===== src/rtl/mem_bist_master.sv =====
// Self-test initiator for the half-swapping register-file memory.
// Writes a seeded pattern to every word, reads each word back, and compares it
// against the expected stored image (upper half of the address space swapped
// 16/16). Reports pass/fail, the first failing address and a saturating error count.
module mem_bist_master #(
  parameter int unsigned WIDTH = 32,
  parameter int unsigned PSIZE = 4,
  parameter int unsigned DEPTH = 2 ** PSIZE,
  parameter logic [31:0] SEED  = 32'hA5C3_0F96
) (
  input  logic             clk,
  input  logic             rst,
  input  logic             start,
  output logic             out_wr,
  output logic             out_rd,
  output logic [WIDTH-1:0] out_data,
  output logic [PSIZE-1:0] out_wr_addr,
  output logic [PSIZE-1:0] out_rd_addr,
  input  logic [WIDTH-1:0] rd_data,
  output logic             busy,
  output logic             done,
  output logic             pass,
  output logic [PSIZE-1:0] fail_addr,
  output logic [PSIZE:0]   err_count
);

  localparam int unsigned    HALF      = WIDTH / 2;
  localparam logic [PSIZE-1:0] LAST_ADDR = PSIZE'(DEPTH - 1);
  localparam logic [PSIZE-1:0] SWAP_ADDR = PSIZE'(DEPTH / 2);
  localparam logic [PSIZE:0]   MAX_ERR   = (PSIZE + 1)'(DEPTH);
  localparam logic [WIDTH-1:0] BASE      = WIDTH'(SEED);

  typedef enum logic [2:0] {
    IDLE  = 3'd0,
    WRITE = 3'd1,
    READ  = 3'd2,
    DRAIN = 3'd3,
    DONE  = 3'd4
  } state_t;

  state_t           state;
  logic [PSIZE-1:0] addr;
  logic             pipe_valid;
  logic [PSIZE-1:0] pipe_addr;
  logic             mismatch;
  logic [PSIZE:0]   err_next;

  // Write pattern for an address.
  function automatic logic [WIDTH-1:0] pattern(input logic [PSIZE-1:0] a);
    return BASE ^ WIDTH'(a);
  endfunction

  // Image the memory is expected to hold: upper-half addresses are half-swapped.
  function automatic logic [WIDTH-1:0] image(input logic [PSIZE-1:0] a);
    logic [WIDTH-1:0] p;
    p = pattern(a);
    if (a >= SWAP_ADDR) return {p[HALF-1:0], p[WIDTH-1:HALF]};
    return p;
  endfunction

  // Compare the read data returned for the address issued last cycle.
  always_comb begin
    mismatch = pipe_valid && (rd_data != image(pipe_addr));
    err_next = err_count;
    if (mismatch && (err_count != MAX_ERR)) err_next = err_count + (PSIZE + 1)'(1);
  end

  // Sequencer, compare pipe and result registers.
  always_ff @(posedge clk or posedge rst) begin
    if (rst) begin
      state       <= IDLE;
      addr        <= '0;
      pipe_valid  <= 1'b0;
      pipe_addr   <= '0;
      out_wr      <= 1'b0;
      out_rd      <= 1'b0;
      out_data    <= '0;
      out_wr_addr <= '0;
      out_rd_addr <= '0;
      busy        <= 1'b0;
      done        <= 1'b0;
      pass        <= 1'b0;
      fail_addr   <= '0;
      err_count   <= '0;
    end else begin
      pipe_valid <= out_rd;
      pipe_addr  <= out_rd_addr;
      if (mismatch) begin
        err_count <= err_next;
        if (err_count == '0) fail_addr <= pipe_addr;
      end
      case (state)
        IDLE, DONE: begin
          if (start) begin
            state       <= WRITE;
            addr        <= '0;
            out_wr      <= 1'b1;
            out_rd      <= 1'b0;
            out_wr_addr <= '0;
            out_data    <= pattern('0);
            busy        <= 1'b1;
            done        <= 1'b0;
            pass        <= 1'b0;
            err_count   <= '0;
            fail_addr   <= '0;
          end
        end
        WRITE: begin
          if (addr == LAST_ADDR) begin
            state       <= READ;
            addr        <= '0;
            out_wr      <= 1'b0;
            out_rd      <= 1'b1;
            out_rd_addr <= '0;
          end else begin
            addr        <= addr + PSIZE'(1);
            out_wr_addr <= addr + PSIZE'(1);
            out_data    <= pattern(addr + PSIZE'(1));
          end
        end
        READ: begin
          if (addr == LAST_ADDR) begin
            state  <= DRAIN;
            addr   <= '0;
            out_rd <= 1'b0;
          end else begin
            addr        <= addr + PSIZE'(1);
            out_rd_addr <= addr + PSIZE'(1);
          end
        end
        DRAIN: begin
          state <= DONE;
          busy  <= 1'b0;
          done  <= 1'b1;
          pass  <= (err_next == '0);
        end
        default: state <= IDLE;
      endcase
    end
  end

endmodule


===== config.mk =====
export PLATFORM = sky130hd
export DESIGN_NAME = mem_bist_master
export DESIGN_NICKNAME = d
export VERILOG_FILES = /design/src/rtl/mem_bist_master.sv
export SDC_FILE = /design/constraint.sdc
export NUM_CORES = 1
export LEC_CHECK = 0
export ABC_CLOCK_PERIOD_IN_PS = 2150
export BUFFER_PORTS_ARGS = -buffer_cell sky130_fd_sc_hd__buf_4
export CORE_MARGIN = 2
export CORE_UTILIZATION = 48
export CTS_CLUSTER_DIAMETER = 150
export DETAILED_ROUTE_END_ITERATION = 8
export GPL_TIMING_DRIVEN = 0
export PLACE_DENSITY = 0.78
export SLEW_MARGIN = 25
export SYNTH_ARGS = -nofsm -noshare
export SYNTH_HDL_FRONTEND = slang
export SYNTH_SLANG_ARGS = --single-unit

===== constraint.sdc =====
create_clock -name clk -period 2.15 [get_ports clk]
set_input_delay 0.1075 -clock clk [delete_from_list [all_inputs] [get_ports clk]]
set_output_delay 0.1075 -clock clk [all_outputs]
set_load 0.005 [all_outputs]

---- Yosys cells after proc, flatten, opt, wreduce, memory -nomap -nowiden ----
Cells that the tools add are included.
storage, ports and cells
  bits in registers ....................... 66
  bits of input ports ..................... 35
  output and inout port bits .............. 54
  logic and storage cells ................. 84
operators by class
  add/subtract/negate cells ............... 2
  $lt $le $gt $ge ......................... 1
  eq/ne operators ......................... 12
  muxes and demuxes ....................... 34
  bitwise logic cells ..................... 2
  reductions and logical operators ........ 19
operators by type and width
  cell                   count
  $mux W32               4
  $pmux W32 S2           1
  $mux W4                8
  $ne A32 B32 Y1         1
  $not A2 Y16            2
  $pmux W4 S2            3
  $mux W5                4
  $pmux W3 S4            1
  $reduce_and A3 Y1      4
  $logic_not A5 Y1       2
  $ne A2 B2 Y1 const B   5
  $mux W3                3
  $pmux W1 S2            4
  $reduce_bool A2 Y1     4
  $eq A3 B2 Y1 const B   2
  $add A5 B1 Y5 const B  1
  $mux W1                5
  $ne A5 B5 Y1 const B   1
  $add A4 B1 Y4 const B  1
  $eq A4 B4 Y1 const B   1
  $ge A4 B4 Y1 const B   1
  $reduce_and A2 Y1      2
  $reduce_and A4 Y1      1
  $reduce_or A2 Y1       2
  6 further kinds        7

---- Longest topological paths before layout ----
Gate-level depths: netlist of run 1.
  word-level depth ........................ 10
  depth in mapped cells ................... 8
  depth with buffers taken out ............ 7

---- Least setup slack after synthesis of run 1 ----
OpenSTA, ideal clock, no wires.
  kind .................................... reg2reg
  start point ............................. register pipe_addr[2]
  end point ............................... register err_count[0]
  setup time .............................. 0.125 ns
  data arrival time ....................... 1.664 ns
  data required time ...................... 2.025 ns
  slack ................................... 0.361 ns
  stages on the path, launching flop included .. 7
  buffers on the path ..................... 0
  period minus slack after synthesis ...... 1.789 ns
  cell sequence ........................... dfrtp_1 or2_2 o2111ai_1 a22oi_1 a41oi_2 nand2_1 mux2_4
between the ends
  longest elaborated chain between the ends .. 10
  elaborated cells on any way between the ends .. 12
  those cells by class .................... order compare: 1; eq/ne: 1; mux: 7; bitwise: 1; reduce/logical: 2
RTL lines
  what                                                RTL line  source
  start, declared                                     44        logic [PSIZE-1:0] pipe_addr;
  start signal, assigned                              87        pipe_addr <= out_rd_addr;
  $ge A4 B4 Y1 / $not A2 Y16 (equally long branches)  --
  $mux W1 / $mux W32 (equally long branches)          57        if (a >= SWAP_ADDR) return {p[HALF-1:0], p[WIDTH-1:HALF]};
  $mux W32 *                                          58        return p;
  $ne A32 B32 Y1 *                                    63        mismatch = pipe_valid && (rd_data != image(pipe_addr));
  $logic_and A1 B1 Y1 *                               63
  $logic_and A1 B1 Y1                                 65        if (mismatch && (err_count != MAX_ERR)) err_next = err_count + (PSIZE + 1)'(1);
  $mux W5                                             65
  $mux W5 *                                           88        if (mismatch) begin
  $mux W5                                             94        if (start) begin
  $mux W5 *                                           92        case (state)
  end signal, assigned                                89        err_count <= err_next;
  end, declared                                       24        output logic [PSIZE:0] err_count
Mark *: on every way between the ends. The rest lies on a longest branch, timed or not. The select of a mux whose other input is x is not followed.
A chain may end at the register's enable or synchronous reset.

---- Worst setup path after layout of run 1 ----
Same ends and word-level chain as after synthesis.

==> run_results.csv, run 1 <==
group,metric,value,unit
sta,setup_viol,0,
critical_path,nature_of_the_critical_path_endpoint,"flop",
cts,cts_made_buffers,5,
cells_and_area,diodes_inserted,0,
global_routing,globalRouteTotalUtil,20.2,%
cts,clock_root_buffer_master,"clkbuf_8",
cells_and_area,utilization,67.6,%
sta,worst_slew_pin_slew,0.748,ns
die,die_height,71.7,um
placement,hpwlAfterDp,3880,um
drt,initialDrtViolationCount,84,
global_routing,number_of_global_route_vias_before_repair,1836,
die,top_level_ports,89,
sta,rsz0062_at_grt,"no",
cells_and_area,footprint_of_the_flip_flops_and_latches,926,um^2
sta,fin_setup_tns,0,ns
sta,final_hold_viol_count,0,
die,chipWidth,71.7,um
drt,route.vias.total,1995,
synth,syn_avg_cell_area,9.17,um^2
drt,drt-pass1-iter-count,4,
synth,synth-seq-cells,37,
power,pwr_density_cell,1140,mW/mm^2
die,dieArea,0.00514,mm^2
power,power.static_leakage,1.46,nW
placement,gp_routability_congestion,0.882,
synth,synthArstFlopShare,100,%
global_routing,global_route_overflow,0,
cts,cts_tree,"yes",
synth,synth_edf_count,0,
cts,clk-insertion-delay-late,0.29,ns
power,worst_ir_drop_vdd,0.741,mV
placement,place_ws,0.186,ns
global_routing,grt_first_pass_wirelength,8330,um
drt,avg_wl_per_cell,13.0,um
cts,cts.htree.levels,2,
die,rows,24,
critical_path,critPathMaxFanout,7,
drt,routed_wirelength,5040,um
sta,headroom_to_the_max_slew_limit,50.0,%
cells_and_area,nets,373,
cts,cts.sinks,37,
synth,syn_area,0.00220,mm^2
critical_path,path_cells,"or2_2 -> o2111ai_1 -> a22oi_1 -> a41oi_2 -> nand2_1 -> mux2_4",
cells_and_area,fill_cells,371,
synth,syn-instance-count,240,
critical_path,critical_path.slowest_cell,"dfrtp_1",
sta,finalCriticalPeriod,1.98,ns
drt,detail_route.drc_violations,0,
sta,min_period_over_period,92.2,%
flow_run,cap_viol_max_count,0,
sta,maxSlewViolCount,0,
cts,clock_tree.buffer_depth,2,
status,run_status,"finished clean",
global_routing,largest_net_degree_at_the_start_of_global_routing,38,
global_routing,antenna_found_initial,0,
critical_path,timing.critical_path.required,2.32,ns
synth,synth_ff_type,"dfrtp_1",
cells_and_area,layout.cells.most_common,"buf_4",
sta,finalClockSkew,0.00438,ns
sta,clock.fmax,505,MHz
drt,postRouteAntennaNets,0,
sta,postLayoutSetupSlackWorst,0.168,ns
cts,cts_setup_buffers,0,
critical_path,cpPeakStageDelay,0.43,ns
hold_path,hold_path.class,"in2reg",
cells_and_area,area_delta_synth_final,34.8,%
cells_and_area,final_layout_size_suffix_gt1_share,35.4,%
critical_path,critical_path_class,"reg2reg",
power,fin_total_pwr,0.00338,W
die,core,0.00438,mm^2
synth,synthesis.yosys.warnings,0,
cells_and_area,final_cell_mix,"buf_4 (103), dfrtp_1 (37), nand2_1 (32)",
cts,path_clk_slew,0.07,ns
die,initial_utilization,50.2,%
critical_path,startpoint_type,"flop",
placement,port-buffer-count,74,
synth,ys_types,52,
synth,seq_area_frac_synth,42.1,%
critical_path,worst_ep_arrival_time,2.15,ns
cells_and_area,footprint_of_the_multi_input_gates,0.00103,mm^2
drt,post_drt_via_cell_ratio,5.14,
per-stage QoR:
stage                     area (um^2)  hold slack, ns  std cells
after floorplan                  2250           0.287        253
after global placement           2870           0.387        379
after detailed placement         2870           0.301        379
after CTS                        2960           0.135        388
after global routing             2970           0.158        388
final                            2970           0.137        388
cell usage after synthesis (4+ instances only):
master	count	area, um^2
o22a_1	4	35.0
dfrtp_1	37	926
buf_4	29	218
a21oi_1	12	60.1
nor2_1	14	52.6
nand2b_1	6	37.5
nor2b_1	4	25.0
nor4b_1	5	43.8
a41o_1	4	40.0
nand2_1	32	120
o21ai_0	6	30.0
nor3_1	4	20.0
inv_1	10	37.5
nand3_1	9	45.0
clkbuf_1	6	22.5
logic make-up after synthesis:
kind of cell,after synthesis,share of synthesized area [%]
fa+ha+maj,3,1.71
compound gates,52,17.4
other cells,1,0.170
buf+inv,48,13.5
flops,37,42.1
xor+xnor,5,1.99
simple gates,91,21.5
mux,3,1.59
worst paths after layout:
path                            slack, ns                       start                      end  cells past startpoint
worst max-delay path                 0.17      pipe_addr[2]$_DFF_PP0_   err_count[0]$_DFF_PP0_                      6
worst min-delay path                 0.14                       start   err_count[3]$_DFF_PP0_                      4
worst max register to register       0.17      pipe_addr[2]$_DFF_PP0_   err_count[0]$_DFF_PP0_                      6
worst min register to register       0.41  out_rd_addr[2]$_DFFE_PP0P_   pipe_addr[2]$_DFF_PP0_                      0
max in group asynchronous            1.16                         rst  out_data[3]$_DFFE_PP0P_                      3
min in group asynchronous            0.52                         rst   fail_addr[3]$_DFF_PP0_                      3
layout make-up:
cell class	count	area share, %
multi-input combinational	168	34.8
sequential	37	31.2
timing repair buffer	75	19.1
buffer	38	8.78
clock buffer	8	2.70
tap	52	2.19
inverter	10	1.27
layer usage:
metal  routed length (um)  track usage [%]  vias to the layer above
met5                    0                0                        -
li1                     -                -                     1004
met1                 2190             26.2                      915
met4                   47             5.03                        0
met2                 2370             33.7                       69
met3                  434             5.34                        7
registers in the layout, indices dropped and copies added (netlist names), 3 cells and up:
register / cells
addr: 4
err_count: 5
fail_addr: 4
out_data: 4
out_rd_addr: 4
out_wr_addr: 3
pipe_addr: 4
state: 3
report_power, final:
group          internal (W)  switching (W)  leakage, nW  total (W)
Clock              0.000230       0.000225       0.0395   0.000455
Sequential          0.00101       0.000269        0.434    0.00127
Combinational      0.000856       0.000800        0.985    0.00166
critical path, delay by kind of cell (launching register included):
| family | cells | cell delay, ns |
|---|---|---|
| AND/OR/NAND/NOR | 2 | 0.50 |
| multiplexers | 1 | 0.33 |
| flip-flops | 1 | 0.43 |
| AO/OA/AOI/OAI | 3 | 0.60 |
repair_timing:
item,CTS,global route
hold buffers,1,0
resized for setup,0,1
endpoints found under the setup margin,0,1
hold endpoints to repair,34,0
Note: power is estimated with default switching activity, not from simulation.
==> inputs of run 2 (changes only) <==
- CELL_PAD_IN_SITES_DETAIL_PLACEMENT: default -> 1
- CELL_PAD_IN_SITES_GLOBAL_PLACEMENT: default -> 1
- CORE_UTILIZATION: 48 -> 35
- PLACE_DENSITY: 0.78 -> 0.79
==> run 2 against run 1 <==
Power rose by 4.9%. Clock power is 19% higher. Flip-flop and latch count unchanged. Wire length up 27%. Register-to-register slack lost 0.05 ns. Cell area up 2.6%. Via count increased by 3.9%. Count of clock-buffer cells in the layout decreased by 1. Combinational power is 4% higher. Worst hold slack improved by 0.012 ns. Clock skew about the same.
==> run_results.csv, run 2 (synthesized netlist as in run 1, its figures left out) <==
group,metric,value,unit
sta,maxSlewViolCount,0,
hold_path,holdPathStages,4,
sta,worst_slew_pin_slew,0.610,ns
cts,cts.htree.levels,2,
cells_and_area,footprint_of_the_flip_flops_and_latches,926,um^2
drt,routed_wirelength,6380,um
cells_and_area,diodes_inserted,0,
cells_and_area,finish.instance_area,0.00304,mm^2
placement,dpl-instance-area,0.00293,mm^2
critical_path,ff2ff_setup_slack,0.12,ns
sta,clock.fmax,493,MHz
cts,path_clk_slew,0.07,ns
die,top_level_ports,89,
power,pwr_density_cell,1170,mW/mm^2
cells_and_area,footprint_of_the_multi_input_gates,0.00103,mm^2
placement,gp_routability_congestion,0.806,
sta,rsz0062_at_grt,"no",
hold_path,hold_path_sink,"err_count[3]$_DFF_PP0_",
global_routing,global_route_overflow,0,
placement,hpwlAfterDp,4960,um
critical_path,critPathMaxFanout,7,
power,worst_ir_drop_vdd,0.544,mV
critical_path,critical_path_class,"reg2reg",
die,chipWidth,83.3,um
global_routing,largest_net_degree_at_the_start_of_global_routing,25,
critical_path,path_cells,"or2_2 -> o2111ai_1 -> a22oi_1 -> a41oi_2 -> nand2_1 -> mux2_4",
global_routing,grt_first_pass_wirelength,10500,um
drt,route.vias.total,2073,
die,die_height,83.3,um
cts,cts_made_buffers,5,
placement,placed_cells_incl_taps,403,
sta,final_hold_viol_count,0,
die,rows,28,
placement,place_ws,0.124,ns
critical_path,timing.critical_path.required,2.33,ns
critical_path,worstReg2RegStart,"pipe_addr[2]$_DFF_PP0_",
critical_path,worstReg2RegEnd,"err_count[0]$_DFF_PP0_",
critical_path,critical_path.slowest_cell,"dfrtp_1",
sta,finalCriticalPeriod,2.03,ns
drt,detail_route.drc_violations,0,
sta,fin_setup_tns,0,ns
placement,port-buffer-count,74,
drt,drt-pass1-iter-count,4,
cells_and_area,area_delta_synth_final,38.3,%
sta,min_period_over_period,94.4,%
sta,headroom_to_the_max_slew_limit,59.0,%
critical_path,cpPeakStageDelay,0.44,ns
critical_path,cp_top_family,"compound AO/OA/AOI/OAI gates",
cts,cts_tree,"yes",
cells_and_area,post_layout_nonfiller_instances,412,
sta,finalClockSkew,0.00433,ns
drt,avg_wl_per_cell,15.5,um
critical_path,ff2ff_path_depth,6,
cts,clock_tree.buffer_depth,2,
cells_and_area,nets,374,
sta,setup_viol,0,
drt,postRouteAntennaNets,0,
drt,post_drt_via_cell_ratio,5.03,
global_routing,antenna_found_initial,0,
die,dieArea,0.00693,mm^2
status,run_status,"finished clean",
hold_path,holdCritStartpoint,"start",
cells_and_area,final_layout_size_suffix_gt1_share,36.5,%
drt,initialDrtViolationCount,55,
critical_path,crit_path_start,"pipe_addr[2]$_DFF_PP0_",
critical_path,worst_ep_arrival_time,2.21,ns
cells_and_area,layout.cells.most_common,"buf_4",
critical_path,startpoint_type,"flop",
cts,clk-insertion-delay-late,0.30,ns
power,power.static_leakage,1.49,nW
hold_path,hold_path.class,"in2reg",
flow_run,cap_viol_max_count,0,
cts,clock_root_buffer_master,"clkbuf_8",
die,initial_utilization,36.7,%
critical_path,critPathBufInv,0,
cells_and_area,final_cell_mix,"buf_4 (103), dfrtp_1 (37), nand2_1 (32)",
critical_path,nature_of_the_critical_path_endpoint,"flop",
cells_and_area,largest_register,"err_count",
die,core,0.00599,mm^2
cts,cts.sinks,37,
global_routing,globalRouteTotalUtil,18.6,%
cells_and_area,fill_cells,729,
sta,postLayoutSetupSlackWorst,0.120,ns
global_routing,number_of_global_route_vias_before_repair,2141,
cells_and_area,largest_register_ff_count,5,
-- run 2: layout make-up --
cell class | count | area share [%]
multi-input combinational | 168 | 33.9
sequential | 37 | 30.4
timing repair buffer | 76 | 19.5
buffer | 38 | 8.55
clock buffer | 7 | 3.17
tap | 75 | 3.08
inverter | 10 | 1.23
clock inverter | 1 | 0.164
-- run 2: timing repair --
item                                    4_1_cts  5_1_grt
gates resized for setup                       0        1
endpoints found under the setup margin        0        3
endpoints found under the hold margin        13        0
hold buffers                                  1        0
setup buffers                                 0        0
-- run 2: power by group --
part	switching, W	internal (W)	leakage [nW]
clock	0.000253	0.000290	0.0542
sequential	0.000289	0.00100	0.434
combinational	0.000852	0.000864	0.997
total	0.00139	0.00216	1.49
-- run 2: worst max-delay path by stage --
stage                                       to  slack (ns)  depth (start not counted)
finish                  err_count[0]$_DFF_PP0_        0.12                          6
global route        out_wr_addr[2]$_DFFE_PP0P_        0.01                          6
CTS                 out_rd_addr[3]$_DFFE_PP0P_        0.08                          5
detailed placement  out_rd_addr[3]$_DFFE_PP0P_        0.12                          5
global placement        err_count[0]$_DFF_PP0_        0.16                          6
floorplan               err_count[0]$_DFF_PP0_        0.36                          6
-- run 2: worst reg2reg max path, cell delays in order (launching register included) --
cell and delay [ns]:
dfrtp_1 0.44, or2_2 0.33, o2111ai_1 0.09, a22oi_1 0.13, a41oi_2 0.40, nand2_1 0.20
mux2_4 0.33
-- run 2: per-stage QoR --
| stage | power (W) | hold slack, ns | utilization [%] |
|---|---|---|---|
| final | 0.00355 | 0.149 | 50.8 |
| after global routing | 0.00383 | 0.161 | 50.8 |
| after CTS | 0.00359 | 0.148 | 50.7 |
| after detailed placement | 0.00303 | 0.112 | 48.8 |
| after global placement | 0.00293 | 0.388 | 48.4 |
| after floorplan | 0.00228 | 0.287 | - |
-- run 2: metal layers --
metal,vias up,part of all wire (%),global-route usage [%]
met5,-,0,0
met4,0,1.9,7.15
met3,8,5.0,3.88
met2,58,51,33.4
met1,1006,42,21.6
li1,1001,-,-
==> inputs of run 3 (changes only) <==
- BUFFER_PORTS_ARGS: -buffer_cell sky130_fd_sc_hd__buf_4 -> -buffer_cell sky130_fd_sc_hd__clkbuf_2
==> run 3 against run 2 <==
Cell area down 5.7%. Wire length down 6.1%. Core utilization down 2.9 points. Count of clock-buffer cells in the layout down 1. First-iteration DRC count down 20%. Clock skew up 0.0052 ns. Die area unchanged. Critical path type unchanged. Largest power group unchanged.
==> run_results.csv, run 3 (synthesized netlist as in run 1, its figures left out) <==
group,metric,value,unit
cts,post_cts_resize_count,0,
cts,path_clk_slew,0.08,ns
cts,clock_tree.buffer_depth,2,
cts,cts_made_buffers,5,
critical_path,critical_path.slowest_cell,"nor3_1",
critical_path,critPathMaxFanout,9,
sta,fin_setup_tns,0,ns
sta,finalClockSkew,0.00955,ns
die,top_level_ports,89,
global_routing,largest_net_degree_at_the_start_of_global_routing,21,
drt,avg_wl_per_cell,14.5,um
critical_path,startpoint_type,"flop",
drt,postRouteAntennaNets,0,
hold_path,holdCritStartpoint,"start",
die,core,0.00599,mm^2
sta,rsz0062_at_grt,"no",
cells_and_area,area_delta_synth_final,30.5,%
cells_and_area,footprint_of_the_flip_flops_and_latches,926,um^2
sta,finalCriticalPeriod,1.99,ns
critical_path,critical_path_class,"reg2reg",
global_routing,globalRouteTotalUtil,17.9,%
cells_and_area,largest_register,"err_count",
critical_path,cp_top_family,"simple AND/OR/NAND/NOR gates",
hold_path,hold_path.class,"in2reg",
cells_and_area,final_layout_size_suffix_gt1_share,36.2,%
global_routing,number_of_global_route_vias_before_repair,2121,
critical_path,path_cells,"ha_1 -> and3_1 -> clkbuf_1 -> nor3_1 -> a21oi_1 -> o21a_1",
flow_run,cap_viol_max_count,0,
critical_path,worst_ep_arrival_time,2.19,ns
sta,headroom_to_the_max_slew_limit,58.3,%
placement,port-buffer-count,74,
cells_and_area,nets,374,
status,run_status,"finished clean",
critical_path,crit_path_start,"addr[0]$_DFFE_PP0P_",
die,rows,28,
sta,clock.fmax,501,MHz
global_routing,antenna_found_initial,0,
die,initial_utilization,36.7,%
power,worst_ir_drop_vdd,0.550,mV
placement,placed_cells_incl_taps,403,
cells_and_area,post_layout_nonfiller_instances,412,
drt,routed_wirelength,5990,um
cts,cts_tree,"yes",
cells_and_area,fill_cells,729,
placement,hpwlAfterDp,4760,um
cts,clk-insertion-delay-late,0.30,ns
drt,drt-pass1-iter-count,4,
critical_path,worstReg2RegStart,"addr[0]$_DFFE_PP0P_",
sta,worst_slew_pin_slew,0.621,ns
critical_path,critPathBufInv,1,
sta,setup_viol,0,
die,chipWidth,83.3,um
drt,initialDrtViolationCount,44,
die,die_height,83.3,um
global_routing,grt_first_pass_wirelength,10100,um
sta,min_period_over_period,92.8,%
sta,maxSlewViolCount,0,
drt,route.vias.total,2053,
placement,gp_routability_congestion,0.787,
cts,cts.htree.levels,2,
cells_and_area,final_cell_mix,"clkbuf_2 (74), dfrtp_1 (37), nand2_1 (32)",
power,pwr_density_cell,1220,mW/mm^2
drt,post_drt_via_cell_ratio,4.98,
cells_and_area,layout.cells.most_common,"clkbuf_2",
cells_and_area,largest_register_ff_count,5,
cts,cts.sinks,37,
cells_and_area,footprint_of_the_multi_input_gates,0.00102,mm^2
critical_path,nature_of_the_critical_path_endpoint,"flop",
drt,detail_route.drc_violations,0,
cts,clock_root_buffer_master,"clkbuf_8",
cells_and_area,diodes_inserted,0,
critical_path,timing.critical_path.required,2.34,ns
power,fin_total_pwr,0.00350,W
sta,final_hold_viol_count,0,
global_routing,global_route_overflow,0,
power,power.static_leakage,1.44,nW
critical_path,cpPeakStageDelay,0.46,ns
die,dieArea,0.00693,mm^2
run 3: cell count changes in the layout (fill, tap and decap cells not counted), sizes merged:
cell	before	now
clkbuf	13	86
buf	107	33
bufinv	0	1
clkinvlp	0	1
clkinv	1	0
run 3: repair_timing:
item | 4_1_cts | 5_1_grt
hold buffers | 1 | 0
endpoints found under the hold margin | 17 | 0
setup buffers | 0 | 0
run 3: metrics by stage:
stage | area [um^2] | hold WS, ns | util (%) | worst slack, ns
finish | 2870 | 0.150 | 47.9 | 0.156
detailed placement | 2740 | 0.110 | 45.7 | 0.133
global placement | 2710 | 0.386 | 45.3 | 0.159
floorplan | 2250 | 0.287 | - | 0.361
global route | 2870 | 0.185 | 47.9 | 0.0164
CTS | 2870 | 0.153 | 47.9 | 0.120
run 3: layout make-up:
class                   instances  area share [%]
plain buffers                  38            9.07
clock buffers                   6            2.88
clock inverters                 2            1.31
inverters                      10            1.31
multi-input cells             168            35.7
flip-flops and latches         37            32.3
well taps                      75            3.27
repair buffers                 76            14.2
run 3: metal layers:
| metal | wire length (um) | vias to the layer above | global-route usage (%) |
|---|---|---|---|
| li1 | - | 1008 | - |
| met1 | 2550 | 978 | 21.4 |
| met4 | 48 | 0 | 4.47 |
| met3 | 357 | 5 | 4.47 |
| met2 | 3040 | 62 | 31.9 |
| met5 | 0 | - | 0 |
run 3: power breakdown:
group          switching (W)  internal (W)
Sequential          0.000287       0.00100
Combinational       0.000850      0.000729
Clock               0.000256      0.000377
Total                0.00139       0.00211
run 3: worst paths after layout:
check / to / slack, ns / cells after the start
setup / recovery: out_wr_addr[2]$_DFFE_PP0P_ / 0.16 / 6
hold / removal: err_count[3]$_DFF_PP0_ / 0.15 / 4
setup reg to reg: out_wr_addr[2]$_DFFE_PP0P_ / 0.16 / 6
hold reg to reg: pipe_addr[2]$_DFF_PP0_ / 0.40 / 0
max in group asynchronous: pass$_DFFE_PP0P_ / 1.37 / 4
min in group asynchronous: out_rd_addr[1]$_DFFE_PP0P_ / 0.35 / 3
run 3: tightest hold or removal path, cell delays in order:
cell and delay (ns):
clkbuf_2 0.09, nand2_1 0.07, nand2b_1 0.08, mux2i_1 0.06
